**src/rtl/dmi_responder_pkg.sv**
```systemverilog
`default_nettype none
// ============================================================================
//  Module      : dmi_responder_pkg
//  Description : Shared types and constants for the DMI responder. Covers the
//                request opcodes, the response codes, the debug register
//                addresses and the dmcontrol/dmstatus bit positions.
//  Revision    : 1.0  initial release
// ============================================================================
package dmi_responder_pkg;

    typedef enum logic [1:0] {
        DMI_NOP   = 2'd0,
        DMI_READ  = 2'd1,
        DMI_WRITE = 2'd2,
        DMI_RSVD  = 2'd3
    } dmi_op_e;

    typedef enum logic [1:0] {
        DMI_SUCCESS = 2'd0,
        DMI_FAILED  = 2'd2
    } dmi_resp_e;

    // Register word addresses
    localparam int unsigned ADDR_DATA0     = 32'h04;
    localparam int unsigned ADDR_DMCONTROL = 32'h10;
    localparam int unsigned ADDR_DMSTATUS  = 32'h11;
    localparam int unsigned ADDR_EXIT      = 32'h40;

    // dmcontrol bit positions
    localparam int DMCTRL_DMACTIVE = 0;
    localparam int DMCTRL_NDMRESET = 1;
    localparam int DMCTRL_HALTREQ  = 31;

    // dmstatus fields
    localparam logic [3:0] DMSTATUS_VERSION   = 4'd2;
    localparam int         DMSTATUS_ANYHALTED = 8;
    localparam int         DMSTATUS_ALLHALTED = 9;

endpackage : dmi_responder_pkg
`default_nettype wire

```
**src/rtl/dmi_responder_if.sv**
```systemverilog
`default_nettype none
// ============================================================================
//  Module      : dmi_responder_if
//  Description : DMI request/response channel between a DTM (master) and the
//                debug module responder (slave).
//  Ports       : req  valid/ready + addr/op/data   (master -> slave)
//                resp valid/ready + resp/data      (slave  -> master)
//  Revision    : 1.0  initial release
// ============================================================================
interface dmi_responder_if #(
    parameter int ADDR_W = 7,
    parameter int DATA_W = 32
);
    logic              debug_req_valid;
    logic              debug_req_ready;
    logic [ADDR_W-1:0] debug_req_bits_addr;
    logic [1:0]        debug_req_bits_op;
    logic [DATA_W-1:0] debug_req_bits_data;
    logic              debug_resp_valid;
    logic              debug_resp_ready;
    logic [1:0]        debug_resp_bits_resp;
    logic [DATA_W-1:0] debug_resp_bits_data;

    modport master (
        output debug_req_valid, debug_req_bits_addr, debug_req_bits_op,
               debug_req_bits_data, debug_resp_ready,
        input  debug_req_ready, debug_resp_valid, debug_resp_bits_resp,
               debug_resp_bits_data
    );

    modport slave (
        input  debug_req_valid, debug_req_bits_addr, debug_req_bits_op,
               debug_req_bits_data, debug_resp_ready,
        output debug_req_ready, debug_resp_valid, debug_resp_bits_resp,
               debug_resp_bits_data
    );
endinterface : dmi_responder_if
`default_nettype wire

```
**src/rtl/dmi_responder_regfile.sv**
```systemverilog
`default_nettype none
// ============================================================================
//  Module      : dmi_responder_regfile
//  Description : Debug register storage and address decode. Read data and the
//                error flag are combinational from the latched request; state
//                changes only on the access strobe.
//  Ports       : clk, reset_n          clock, async active-low reset
//                addr_i/op_i/wdata_i   latched request
//                access_i              perform the access this cycle
//                halted_i              core halted status
//                rdata_o/err_o         access result
//                dmactive_o/ndmreset_o/haltreq_o/exit_o  control outputs
//  Revision    : 1.0  initial release
// ============================================================================
module dmi_responder_regfile
    import dmi_responder_pkg::*;
#(
    parameter int ADDR_W   = 7,
    parameter int DATA_W   = 32,
    parameter int NUM_DATA = 2
) (
    input  wire logic              clk,
    input  wire logic              reset_n,
    input  wire logic [ADDR_W-1:0] addr_i,
    input  dmi_op_e                op_i,
    input  wire logic [DATA_W-1:0] wdata_i,
    input  wire logic              access_i,
    input  wire logic              halted_i,
    output logic      [DATA_W-1:0] rdata_o,
    output logic                   err_o,
    output logic                   dmactive_o,
    output logic                   ndmreset_o,
    output logic                   haltreq_o,
    output logic      [31:0]       exit_o
);

    logic [DATA_W-1:0] data_q [NUM_DATA];
    logic              dmactive_q;
    logic              ndmreset_q;
    logic              haltreq_q;
    logic [31:0]       exit_q;

    logic                w_data_hit;
    logic [NUM_DATA-1:0] w_data_sel;
    logic [DATA_W-1:0]   w_data_val;
    logic                w_is_ctrl;
    logic                w_is_stat;
    logic                w_is_exit;
    logic                w_mapped;
    logic [DATA_W-1:0]   w_ctrl_word;
    logic [DATA_W-1:0]   w_stat_word;
    logic                w_wr;

    // Only indices below NUM_DATA decode; the rest of 0x04..0x0F is unmapped.
    always_comb begin
        w_data_hit = 1'b0;
        w_data_sel = '0;
        w_data_val = '0;
        for (int i = 0; i < NUM_DATA; i++) begin
            if (addr_i == ADDR_W'(ADDR_DATA0 + i)) begin
                w_data_hit    = 1'b1;
                w_data_sel[i] = 1'b1;
                w_data_val    = data_q[i];
            end
        end
    end

    assign w_is_ctrl = (addr_i == ADDR_W'(ADDR_DMCONTROL));
    assign w_is_stat = (addr_i == ADDR_W'(ADDR_DMSTATUS));
    assign w_is_exit = (addr_i == ADDR_W'(ADDR_EXIT));
    assign w_mapped  = w_data_hit | w_is_ctrl | w_is_stat | w_is_exit;

    always_comb begin
        w_ctrl_word                  = '0;
        w_ctrl_word[DMCTRL_HALTREQ]  = haltreq_q;
        w_ctrl_word[DMCTRL_NDMRESET] = ndmreset_q;
        w_ctrl_word[DMCTRL_DMACTIVE] = dmactive_q;
        w_stat_word                     = '0;
        w_stat_word[3:0]                = DMSTATUS_VERSION;
        w_stat_word[DMSTATUS_ANYHALTED] = halted_i;
        w_stat_word[DMSTATUS_ALLHALTED] = halted_i;
    end

    always_comb begin
        case (op_i)
            DMI_NOP:   err_o = 1'b0;
            DMI_READ:  err_o = ~w_mapped;
            DMI_WRITE: err_o = ~w_mapped | w_is_stat;
            default:   err_o = 1'b1;
        endcase
    end

    // Read data is zero for anything but a successful read.
    always_comb begin
        rdata_o = '0;
        if (op_i == DMI_READ && w_mapped) begin
            if (w_data_hit)     rdata_o = dmactive_q ? w_data_val : '0;
            else if (w_is_ctrl) rdata_o = w_ctrl_word;
            else if (w_is_stat) rdata_o = w_stat_word;
            else                rdata_o = DATA_W'(exit_q);
        end
    end

    assign w_wr = access_i && (op_i == DMI_WRITE) && !err_o;

    always_ff @(posedge clk or negedge reset_n) begin
        if (!reset_n) begin
            for (int i = 0; i < NUM_DATA; i++) data_q[i] <= '0;
            dmactive_q <= 1'b0;
            ndmreset_q <= 1'b0;
            haltreq_q  <= 1'b0;
            exit_q     <= '0;
        end else if (w_wr) begin
            // Data writes are dropped while the module is inactive.
            if (dmactive_q) begin
                for (int i = 0; i < NUM_DATA; i++) begin
                    if (w_data_sel[i]) data_q[i] <= wdata_i;
                end
            end
            if (w_is_ctrl) begin
                dmactive_q <= wdata_i[DMCTRL_DMACTIVE];
                if (wdata_i[DMCTRL_DMACTIVE]) begin
                    ndmreset_q <= wdata_i[DMCTRL_NDMRESET];
                    haltreq_q  <= wdata_i[DMCTRL_HALTREQ];
                end else begin
                    // Deactivation resets the debug module's own state.
                    ndmreset_q <= 1'b0;
                    haltreq_q  <= 1'b0;
                    for (int i = 0; i < NUM_DATA; i++) data_q[i] <= '0;
                end
            end
            if (w_is_exit) exit_q <= 32'(wdata_i);
        end
    end

    assign dmactive_o = dmactive_q;
    assign ndmreset_o = ndmreset_q;
    assign haltreq_o  = haltreq_q;
    assign exit_o     = exit_q;

endmodule : dmi_responder_regfile
`default_nettype wire

```
**src/rtl/dmi_responder.sv**
```systemverilog
`default_nettype none
// ============================================================================
//  Module      : dmi_responder
//  Description : DMI target. Accepts one request at a time, spends RESP_LAT
//                cycles in the access phase, then holds the response until the
//                DTM consumes it.
//  Ports       : clk, reset_n     clock, async active-low reset
//                dmi              DMI request/response channel (slave side)
//                halted           core halted status
//                dmactive/ndmreset/haltreq  dmcontrol bits to the core
//                exit             exit code, non-zero ends simulation
//  Revision    : 1.0  initial release
// ============================================================================
module dmi_responder
    import dmi_responder_pkg::*;
#(
    parameter int ADDR_W   = 7,
    parameter int DATA_W   = 32,
    parameter int NUM_DATA = 2,
    parameter int RESP_LAT = 1
) (
    input  wire logic         clk,
    input  wire logic         reset_n,
    dmi_responder_if.slave    dmi,
    input  wire logic         halted,
    output logic              dmactive,
    output logic              ndmreset,
    output logic              haltreq,
    output logic [31:0]       exit
);

    localparam logic [1:0] S_IDLE   = 2'd0;
    localparam logic [1:0] S_ACCESS = 2'd1;
    localparam logic [1:0] S_RESP   = 2'd2;

    localparam int             CNT_W    = (RESP_LAT > 1) ? $clog2(RESP_LAT) : 1;
    localparam logic [CNT_W-1:0] CNT_INIT = CNT_W'(RESP_LAT - 1);

    logic [1:0]        state_q, state_d;
    logic [CNT_W-1:0]  cnt_q, cnt_d;
    logic [ADDR_W-1:0] addr_q, addr_d;
    dmi_op_e           op_q, op_d;
    logic [DATA_W-1:0] wdata_q, wdata_d;
    dmi_resp_e         resp_q, resp_d;
    logic [DATA_W-1:0] rdata_q, rdata_d;

    logic              w_req_fire;
    logic              w_access;
    logic [DATA_W-1:0] w_rdata;
    logic              w_err;

    assign w_req_fire = (state_q == S_IDLE) && dmi.debug_req_valid;
    assign w_access   = (state_q == S_ACCESS) && (cnt_q == '0);

    // State register
    always_ff @(posedge clk or negedge reset_n) begin
        if (!reset_n) state_q <= S_IDLE;
        else          state_q <= state_d;
    end

    // Next-state logic
    always_comb begin
        state_d = state_q;
        case (state_q)
            S_IDLE:   if (dmi.debug_req_valid)  state_d = S_ACCESS;
            S_ACCESS: if (cnt_q == '0)          state_d = S_RESP;
            S_RESP:   if (dmi.debug_resp_ready) state_d = S_IDLE;
            default:                            state_d = S_IDLE;
        endcase
    end

    // Output logic
    always_comb begin
        dmi.debug_req_ready  = (state_q == S_IDLE);
        dmi.debug_resp_valid = (state_q == S_RESP);
    end

    // Request latch, latency counter and response registers
    always_comb begin
        cnt_d   = cnt_q;
        addr_d  = addr_q;
        op_d    = op_q;
        wdata_d = wdata_q;
        resp_d  = resp_q;
        rdata_d = rdata_q;
        if (w_req_fire) begin
            cnt_d   = CNT_INIT;
            addr_d  = dmi.debug_req_bits_addr;
            op_d    = dmi_op_e'(dmi.debug_req_bits_op);
            wdata_d = dmi.debug_req_bits_data;
        end else if (state_q == S_ACCESS) begin
            if (cnt_q == '0) begin
                resp_d  = w_err ? DMI_FAILED : DMI_SUCCESS;
                rdata_d = w_rdata;
            end else begin
                cnt_d = cnt_q - CNT_W'(1);
            end
        end
    end

    always_ff @(posedge clk or negedge reset_n) begin
        if (!reset_n) begin
            cnt_q   <= '0;
            addr_q  <= '0;
            op_q    <= DMI_NOP;
            wdata_q <= '0;
            resp_q  <= DMI_SUCCESS;
            rdata_q <= '0;
        end else begin
            cnt_q   <= cnt_d;
            addr_q  <= addr_d;
            op_q    <= op_d;
            wdata_q <= wdata_d;
            resp_q  <= resp_d;
            rdata_q <= rdata_d;
        end
    end

    assign dmi.debug_resp_bits_resp = resp_q;
    assign dmi.debug_resp_bits_data = rdata_q;

    dmi_responder_regfile #(
        .ADDR_W   (ADDR_W),
        .DATA_W   (DATA_W),
        .NUM_DATA (NUM_DATA)
    ) u_regfile (
        .clk        (clk),
        .reset_n    (reset_n),
        .addr_i     (addr_q),
        .op_i       (op_q),
        .wdata_i    (wdata_q),
        .access_i   (w_access),
        .halted_i   (halted),
        .rdata_o    (w_rdata),
        .err_o      (w_err),
        .dmactive_o (dmactive),
        .ndmreset_o (ndmreset),
        .haltreq_o  (haltreq),
        .exit_o     (exit)
    );

endmodule : dmi_responder
`default_nettype wire

```
**src/flat_wrapper.sv**
```systemverilog
// flat-port wrapper written by rule: the top's interface ports become plain ports
module dmi_responder_flat import dmi_responder_pkg::*;
#(
    parameter int ADDR_W   = 7,
    parameter int DATA_W   = 32,
    parameter int NUM_DATA = 2,
    parameter int RESP_LAT = 1
)
  (clk, reset_n, halted, dmactive, ndmreset, haltreq, exit, dmi_debug_req_valid, dmi_debug_req_bits_addr, dmi_debug_req_bits_op, dmi_debug_req_bits_data, dmi_debug_resp_ready, dmi_debug_req_ready, dmi_debug_resp_valid, dmi_debug_resp_bits_resp, dmi_debug_resp_bits_data);
  dmi_responder_if #(.ADDR_W(ADDR_W), .DATA_W(DATA_W)) dmi_i ();
  input  wire logic clk;
  input  wire logic reset_n;
  input  wire logic halted;
  output logic dmactive;
  output logic ndmreset;
  output logic haltreq;
  output logic [31:0] exit;
  input wire logic [$bits(dmi_i.debug_req_valid)-1:0] dmi_debug_req_valid;
  input wire logic [$bits(dmi_i.debug_req_bits_addr)-1:0] dmi_debug_req_bits_addr;
  input wire logic [$bits(dmi_i.debug_req_bits_op)-1:0] dmi_debug_req_bits_op;
  input wire logic [$bits(dmi_i.debug_req_bits_data)-1:0] dmi_debug_req_bits_data;
  input wire logic [$bits(dmi_i.debug_resp_ready)-1:0] dmi_debug_resp_ready;
  output wire logic [$bits(dmi_i.debug_req_ready)-1:0] dmi_debug_req_ready;
  output wire logic [$bits(dmi_i.debug_resp_valid)-1:0] dmi_debug_resp_valid;
  output wire logic [$bits(dmi_i.debug_resp_bits_resp)-1:0] dmi_debug_resp_bits_resp;
  output wire logic [$bits(dmi_i.debug_resp_bits_data)-1:0] dmi_debug_resp_bits_data;
  assign dmi_i.debug_req_valid = dmi_debug_req_valid;
  assign dmi_i.debug_req_bits_addr = dmi_debug_req_bits_addr;
  assign dmi_i.debug_req_bits_op = dmi_debug_req_bits_op;
  assign dmi_i.debug_req_bits_data = dmi_debug_req_bits_data;
  assign dmi_i.debug_resp_ready = dmi_debug_resp_ready;
  assign dmi_debug_req_ready = dmi_i.debug_req_ready;
  assign dmi_debug_resp_valid = dmi_i.debug_resp_valid;
  assign dmi_debug_resp_bits_resp = dmi_i.debug_resp_bits_resp;
  assign dmi_debug_resp_bits_data = dmi_i.debug_resp_bits_data;
  dmi_responder #(.ADDR_W(ADDR_W), .DATA_W(DATA_W), .NUM_DATA(NUM_DATA), .RESP_LAT(RESP_LAT)) u_core (.clk(clk), .reset_n(reset_n), .dmi(dmi_i), .halted(halted), .dmactive(dmactive), .ndmreset(ndmreset), .haltreq(haltreq), .exit(exit));
endmodule
```
**config.mk**
```make
export PLATFORM = sky130hd
export DESIGN_NAME = dmi_responder_flat
export DESIGN_NICKNAME = d
export VERILOG_FILES = /design/src/rtl/dmi_responder_pkg.sv /design/src/rtl/dmi_responder_if.sv /design/src/rtl/dmi_responder_regfile.sv /design/src/rtl/dmi_responder.sv /design/src/flat_wrapper.sv
export SDC_FILE = /design/constraint.sdc
export NUM_CORES = 1
export LEC_CHECK = 0
export CAP_MARGIN = 10
export CORE_ASPECT_RATIO = 0.5
export CORE_MARGIN = 4
export CORE_UTILIZATION = 50
export DETAILED_ROUTE_END_ITERATION = 8
export PLACE_DENSITY_LB_ADDON = 0.15
export SYNTH_ARGS = -nofsm -noshare
export SYNTH_HDL_FRONTEND = slang
export SYNTH_SLANG_ARGS = --single-unit
```
**constraint.sdc**
```tcl
create_clock -name clk -period 2.95 [get_ports clk]
set_clock_uncertainty 0.2 [all_clocks]
set_input_delay 0.295 -clock clk [delete_from_list [all_inputs] [get_ports clk]]
set_output_delay 0.295 -clock clk [all_outputs]
set_load 0.005 [all_outputs]
```
== Word level (Yosys, flattened, before mapping) ==
Cells that the tools add are included.

* Register bits: 177
* Bits in latches: 0
* Bits in writable memories: 0
* ROM bits: 0
* Bits of input ports: 46
* Output and inout bits: 71
* Word-level logic and storage cells: 72
* Memories kept: 0

* Add/sub/neg operators: 1
* Multipliers: 0
* Div/mod/pow operators: 0
* Magnitude comparators: 0
* Equal/unequal tests: 12
* Shifts and indexed selects: 0
* Muxes and demuxes: 26
* Bitwise operators: 7
* Reduce and logical (&&, ||, !) cells: 13

{| class="wikitable"
|+ Operator list
! cell !! count
|-
| $mux W32 || 9
|-
| $mux W64 || 3
|-
| $eq A7 B3 Y1 const B || 2
|-
| $eq A7 B5 Y1 const B || 2
|-
| $mux W1 || 8
|-
| $mux W2 || 4
|-
| $eq A7 B7 Y1 const B || 1
|-
| $ne A2 B2 Y1 const B || 3
|-
| $pmux W2 S3 || 1
|-
| $reduce_and A3 Y1 || 2
|-
| $logic_and A1 B1 Y1 || 5
|-
| $eq A2 B1 Y1 const B || 2
|-
| $eq A2 B2 Y1 const B || 2
|-
| $logic_not A2 Y1 || 2
|-
| $or A1 B1 Y1 || 4
|-
| $reduce_and A2 Y1 || 2
|-
| $not A1 Y1 || 3
|-
| $pmux W1 S3 || 1
|-
| $reduce_bool A2 Y1 || 1
|-
| $logic_not A1 Y1 || 1
|-
| $sub A1 B1 Y1 const B || 1
|}

== Longest topological paths before layout ==
Gate-level depths: netlist of the first run.

* Depth after elaboration: 12
* Gate-level depth with buffers: 6
* Mapped depth without buffers: 4

== Cells and area by module ==
From an unflattened synthesis of the first run, not the netlist that was laid out.

* Cells, all modules: 602
* Area total of the unflattened synthesis: 7816.2 um^2

{| class="wikitable"
|+ By module, submodules not included
! module !! times used !! cells each !! area each (um^2) !! seq. area each (um^2)
|-
| dmi_responder_regfile || 1 || 436 || 4932.2 || 2477.4
|-
| dmi_responder || 1 || 166 || 2884.0 || 1901.8
|}

== Least setup slack after synthesis of the first run ==
OpenSTA, ideal clock, no wires.

* Path kind: reg2reg
* Start point: reg u_core.addr_q[6]
* End point: reg u_core.u_regfile.data_q[34] (netlist bit)
* Library setup time: 0.121 ns
* Arrival: 1.885 ns
* Data required time: 2.629 ns
* Path slack: 0.744 ns
* Cell stages (with the launch flop): 6
* Buffers on the path: 1
* Clock period less this slack: 2.206 ns
* Path through: dfrtp_1 or4_1 nor3_1 o211ai_1 clkbuf_1 a22o_1

* Word-level cells in the longest chain between the ends: 11
* Elaborated cells between the ends (all ways): 19
* Those cells by class: eq/ne (5); mux (7); bitwise (5); reduce/logical (2)

{| class="wikitable"
|+ Ends and longest elaborated chain
! element !! RTL line !! text
|-
| start: declaration || dmi_responder.sv:41 || <nowiki>logic [ADDR_W-1:0] addr_q, addr_d;</nowiki>
|-
| start signal: assignment || dmi_responder.sv:111 || <nowiki>addr_q <= addr_d;</nowiki>
|-
| $eq A7 B3 Y1 || dmi_responder_regfile.sv:60 || <nowiki>if (addr_i == ADDR_W'(ADDR_DATA0 + i)) begin</nowiki>
|-
| $mux W1 (2 in series) || dmi_responder_regfile.sv:60 ||
|-
| $or A1 B1 Y1 (3 in series) || dmi_responder_regfile.sv:71 || <nowiki>assign w_mapped = w_data_hit | w_is_ctrl | w_is_stat | w_is_exit;</nowiki>
|-
| $not A1 Y1 || dmi_responder_regfile.sv:87, dmi_responder_regfile.sv:88 ||
|-
| $or A1 B1 Y1 || dmi_responder_regfile.sv:88 || <nowiki>DMI_WRITE: err_o = ~w_mapped | w_is_stat;</nowiki>
|-
| $pmux W1 S3 || dmi_responder_regfile.sv:85 || <nowiki>case (op_i)</nowiki>
|-
| $logic_not A1 Y1 || dmi_responder_regfile.sv:104 || <nowiki>assign w_wr = access_i && (op_i == DMI_WRITE) && !err_o;</nowiki>
|-
| $logic_and A1 B1 Y1 || dmi_responder_regfile.sv:104 ||
|-
| end signal: indexed assignment || dmi_responder_regfile.sv:117 || <nowiki>if (w_data_sel[i]) data_q[i] <= wdata_i;</nowiki>
|-
| end: declaration || dmi_responder_regfile.sv:37 || <nowiki>logic [DATA_W-1:0] data_q [NUM_DATA];</nowiki>
|}

Parallel ways exist; a longest one is shown, timed or not.
A chain may end at the register's enable or synchronous reset.

== Worst setup path in the final report of the first run ==
* Start point: reg u_core.addr_q[6]
* End point: reg u_core.u_regfile.data_q[57] (netlist bit)

The elaborated chain is that of the path after synthesis.

==> impl_metrics.tcl, run 1 <==
set metrics [dict create \
    die_h_um 92.9 \
    vias 5123 \
    antenna_found_initial 0 \
    synth_flop_cell "dfrtp_1" \
    worst_slew_pin_slew_ns 0.787 \
    grt_usage_pct 22.7 \
    wirelength_mm 17.7 \
    syn_inst 536 \
    p_int_uw 4620 \
    drc 0 \
    setup_viol 0 \
    yosysWarningCount 0 \
    period_share_pct 86.5 \
    ir_worst_vdd_v 0.000470 \
    place_area_um2 8660 \
    cp_max_fo 22 \
    cts_resized 0 \
    dp_hpwl_mm 11.7 \
    clkPwrFrac_pct 32.2 \
    io_buffers 115 \
    ctsHoldBuffers 1 \
    clkTransAtPathRegs_ns 0.07 \
    yosys.area.top_type "dfrtp_1" \
    finalNonFillerCells 860 \
    crit_arrival_ns 2.67 \
    antennaDiodeCount 0 \
    critPathMaxStageDelay_ns 0.69 \
    p_leak_uw 0.00411 \
    synth_fp_nets 582 \
    hp-class "in2async" \
    clock_tree.buffer_depth 2 \
    rows 30 \
    via_per_inst 5.96 \
    path_class "reg2reg" \
    synthToLayoutAreaGrowth_pct 28.0 \
    endpoint_kind "register" \
    grt_pass1_vias 5336 \
    final_area_um2 9230 \
    placedCellCount 828 \
    wire_per_inst_um 20.5 \
    drtIter0Drc 403 \
    crit_path_top_delay_cell "or4_1" \
    drt_first_pass_iters 5 \
    core-area_um2 13800 \
    relSlewSlack_pct 47.5 \
    final_layout_size_suffix_gt1_share_pct 20.4 \
    syn-mean-instance-area_um2 13.4 \
    dieArea_um2 16500 \
    grt_max_degree 67 \
    critPathLaunchType "register" \
    ant_nets 0 \
    synth_async_sr_flop_share_pct 100 \
    pwr-share-comb_pct 20.4 \
    post_cts.repair.setup_buffers 0 \
    cts_tree "done" \
    max-cap-violations 0 \
    fmax_mhz 392 \
    n_fill_cell 1065 \
    synth.ff_latch_count 175 \
    crit_chain "or4_1 -> nor3_1 -> o211ai_1 -> buf_4 -> a22o_1" \
    fin_total_pwr_uw 6730 \
    syn_area_um2 7210 \
    die_x_um 178 \
    ys_seq_area_share_pct 60.8 \
    pin_count 117 \
    netSwitchingFraction_pct 31.3 \
    grt_setup_unrepaired "false" \
    p_switching_uw 2100 \
    clk_latency_ns 0.42 \
    synth_area_leaders "dfrtp_1, mux2_2, a22o_1, mux2i_1, a221o_1" \
    synth_edf_count 0 \
    finalNetCount 702 \
    seqPwrFrac_pct 47.5 \
    worstPathRequired_ns 3.06 \
    timing.final.hold_violations 0 \
    clock-sinks 175 \
    synth.distinct_cells 55 \
    cts_made_buffers 17 \
    drv_slew 0 \
    root_buffer "clkbuf_16" \
    cts_htree_levels 4 \
    power_density_nw_per_um2 729 \
    start_util_pct 52.2 \
    fin_crit_ns 2.55 \
    setup-tns-final_ns 0 \
    synth_top_area_share_pct 60.8 \
    grt_pass1_wl_mm 29.1 \
    status "complete, no violations" \
    place_congestion 0.874 \
    grt_overflow 0 \
]
[worst max-delay path: cells and delay by family (launching register included)]
| family | cells | cell delay [ns] |
|---|---|---|
| AOI/OAI and AO/OA | 2 | 0.45 |
| buffers and inverters | 1 | 0.26 |
| DFF | 1 | 0.44 |
| and+or+nand+nor | 2 | 1.08 |
[state kept, by name (all words and copies together), names as in the netlist]
signal                           count
u_core.state_q                       2
u_core.dmi.debug_resp_bits_data     32
u_core.u_regfile.data_q             64
u_core.u_regfile.haltreq_o           1
u_core.dmi.debug_resp_bits_resp      1
u_core.u_regfile.ndmreset_o          1
u_core.wdata_q                      32
u_core.op_q                          2
u_core.u_regfile.exit_o             32
u_core.addr_q                        7
u_core.u_regfile.dmactive_o          1
[routing by layer]
layer  track usage [%]  wire (µm)  share of wire [%]  vias up
met5                 0          0                  0        -
met3              5.71       1070                6.0       15
met2              33.9       7920                 45      166
met1              33.2       8530                 48     2669
met4              5.98        144               0.82        0
li1                  -          -                  -     2273
[per-stage QoR]
stage	hold slack, ns	setup slack [ns]	utilization (%)
floorplan	-0.201	0.744	-
global placement	0.0717	0.490	62.7
detailed placement	0.0712	0.478	62.7
CTS	0.186	0.458	66.8
global route	0.221	0.311	66.8
finish	0.182	0.399	66.8
[power groups by stage]
| stage | Clock, µW | Combinational [µW] | Sequential (µW) |
|---|---|---|---|
| after floorplan | 0 | 844 | 3080 |
| after global placement | 0 | 1330 | 3220 |
| after detailed placement | 0 | 1350 | 3240 |
| after CTS | 2190 | 1370 | 3190 |
| after global routing | 2310 | 1480 | 3260 |
| final | 2160 | 1370 | 3190 |
[worst paths after layout]
| check | from | to | slack, ns | cells after the start |
|---|---|---|---|---|
| max | u_core.addr_q[6]$_DFFE_PN0P_ | u_core.u_regfile.data_q[57]$_DFFE_PN0P_ | 0.40 | 5 |
| min | reset_n | u_core.wdata_q[28]$_DFFE_PN0P_ | 0.18 | 2 |
| max reg2reg | u_core.addr_q[6]$_DFFE_PN0P_ | u_core.u_regfile.data_q[57]$_DFFE_PN0P_ | 0.40 | 5 |
| min reg2reg | u_core.dmi.debug_resp_bits_resp[1]$_DFFE_PN0P_ | u_core.dmi.debug_resp_bits_resp[1]$_DFFE_PN0P_ | 0.29 | 2 |
| max in group asynchronous | reset_n | u_core.wdata_q[13]$_DFFE_PN0P_ | 1.53 | 3 |
| min in group clk | dmi_debug_req_bits_data[0] | u_core.wdata_q[0]$_DFFE_PN0P_ | 0.24 | 3 |
[area by class of cell]
| type | instances | area, µm² | area share [%] |
|---|---|---|---|
| timing repair buffer | 140 | 1370 | 14.8 |
| sequential | 175 | 4380 | 47.5 |
| inverter | 2 | 7.51 | 0.0814 |
| clock buffer | 19 | 433 | 4.69 |
| tap | 192 | 240 | 2.60 |
| clock inverter | 12 | 123 | 1.33 |
| multi-input combinational | 320 | 2680 | 29.0 |
[logic make-up after synthesis]
family	Yosys count	synth area share (%)
AOI/OAI and AO/OA	150	16.8
xor gates and xnor gates	1	0.122
buffers and inverters	41	2.43
DFF	175	60.8
muxes	88	13.5
other	1	0.0520
and+or+nand+nor	80	6.28
[cells in the mapped netlist, types with 2 or more instances]
cell,n
and3_1,2
nor3_1,4
o21ai_0,14
nand3_1,2
a31oi_1,3
o211ai_1,2
nand4_1,4
mux2i_1,14
dfrtp_1,175
a21o_1,2
o21ai_1,3
a21bo_2,2
nand2_1,30
inv_1,2
buf_1,4
a221oi_1,14
a32oi_1,3
a21oi_1,5
mux2_2,69
a22o_1,63
buf_4,4
a21boi_0,14
nor2b_1,3
nor2_1,15
nand2b_1,5
clkbuf_1,26
and4_1,2
o31ai_1,3
mux2_1,5
buf_2,5
a221o_1,13
[cell usage in the layout (no fill, tap or decap), types with 3 or more instances in the layout]
| cell | Yosys | layout |
|---|---|---|
| a21boi_0 | 14 | 14 |
| a21oi_1 | 5 | 5 |
| a221o_1 | 13 | 13 |
| a221oi_1 | 14 | 14 |
| a22o_1 | 63 | 63 |
| a31oi_1 | 3 | 3 |
| a32oi_1 | 3 | 3 |
| buf_4 | 4 | 22 |
| clkbuf_16 | 0 | 17 |
| clkdlybuf4s50_1 | 0 | 114 |
| clkinvlp_4 | 0 | 3 |
| dfrtp_1 | 175 | 175 |
| inv_6 | 0 | 7 |
| mux2_1 | 5 | 5 |
| mux2_2 | 69 | 69 |
| mux2i_1 | 14 | 14 |
| nand2_1 | 30 | 30 |
| nand2b_1 | 5 | 4 |
| nand4_1 | 4 | 4 |
| nor2_1 | 15 | 15 |
| nor2b_1 | 3 | 3 |
| nor3_1 | 4 | 4 |
| o21ai_0 | 14 | 14 |
| o21ai_1 | 3 | 3 |
| o31ai_1 | 3 | 3 |
Power figures use the tool's default switching activity.
==> run 2: changes to the inputs <==
--- a/config.mk
+++ b/config.mk
@@ -9,6 +9,7 @@
 export CORE_ASPECT_RATIO = 0.5
 export CORE_MARGIN = 4
 export CORE_UTILIZATION = 50
+export CTS_CLUSTER_DIAMETER = 60
 export DETAILED_ROUTE_END_ITERATION = 8
 export PLACE_DENSITY_LB_ADDON = 0.15
 export SYNTH_ARGS = -nofsm -noshare
==> results of run 2 <==
No change in the layout: final DEF, timing and power equal those of run 1.
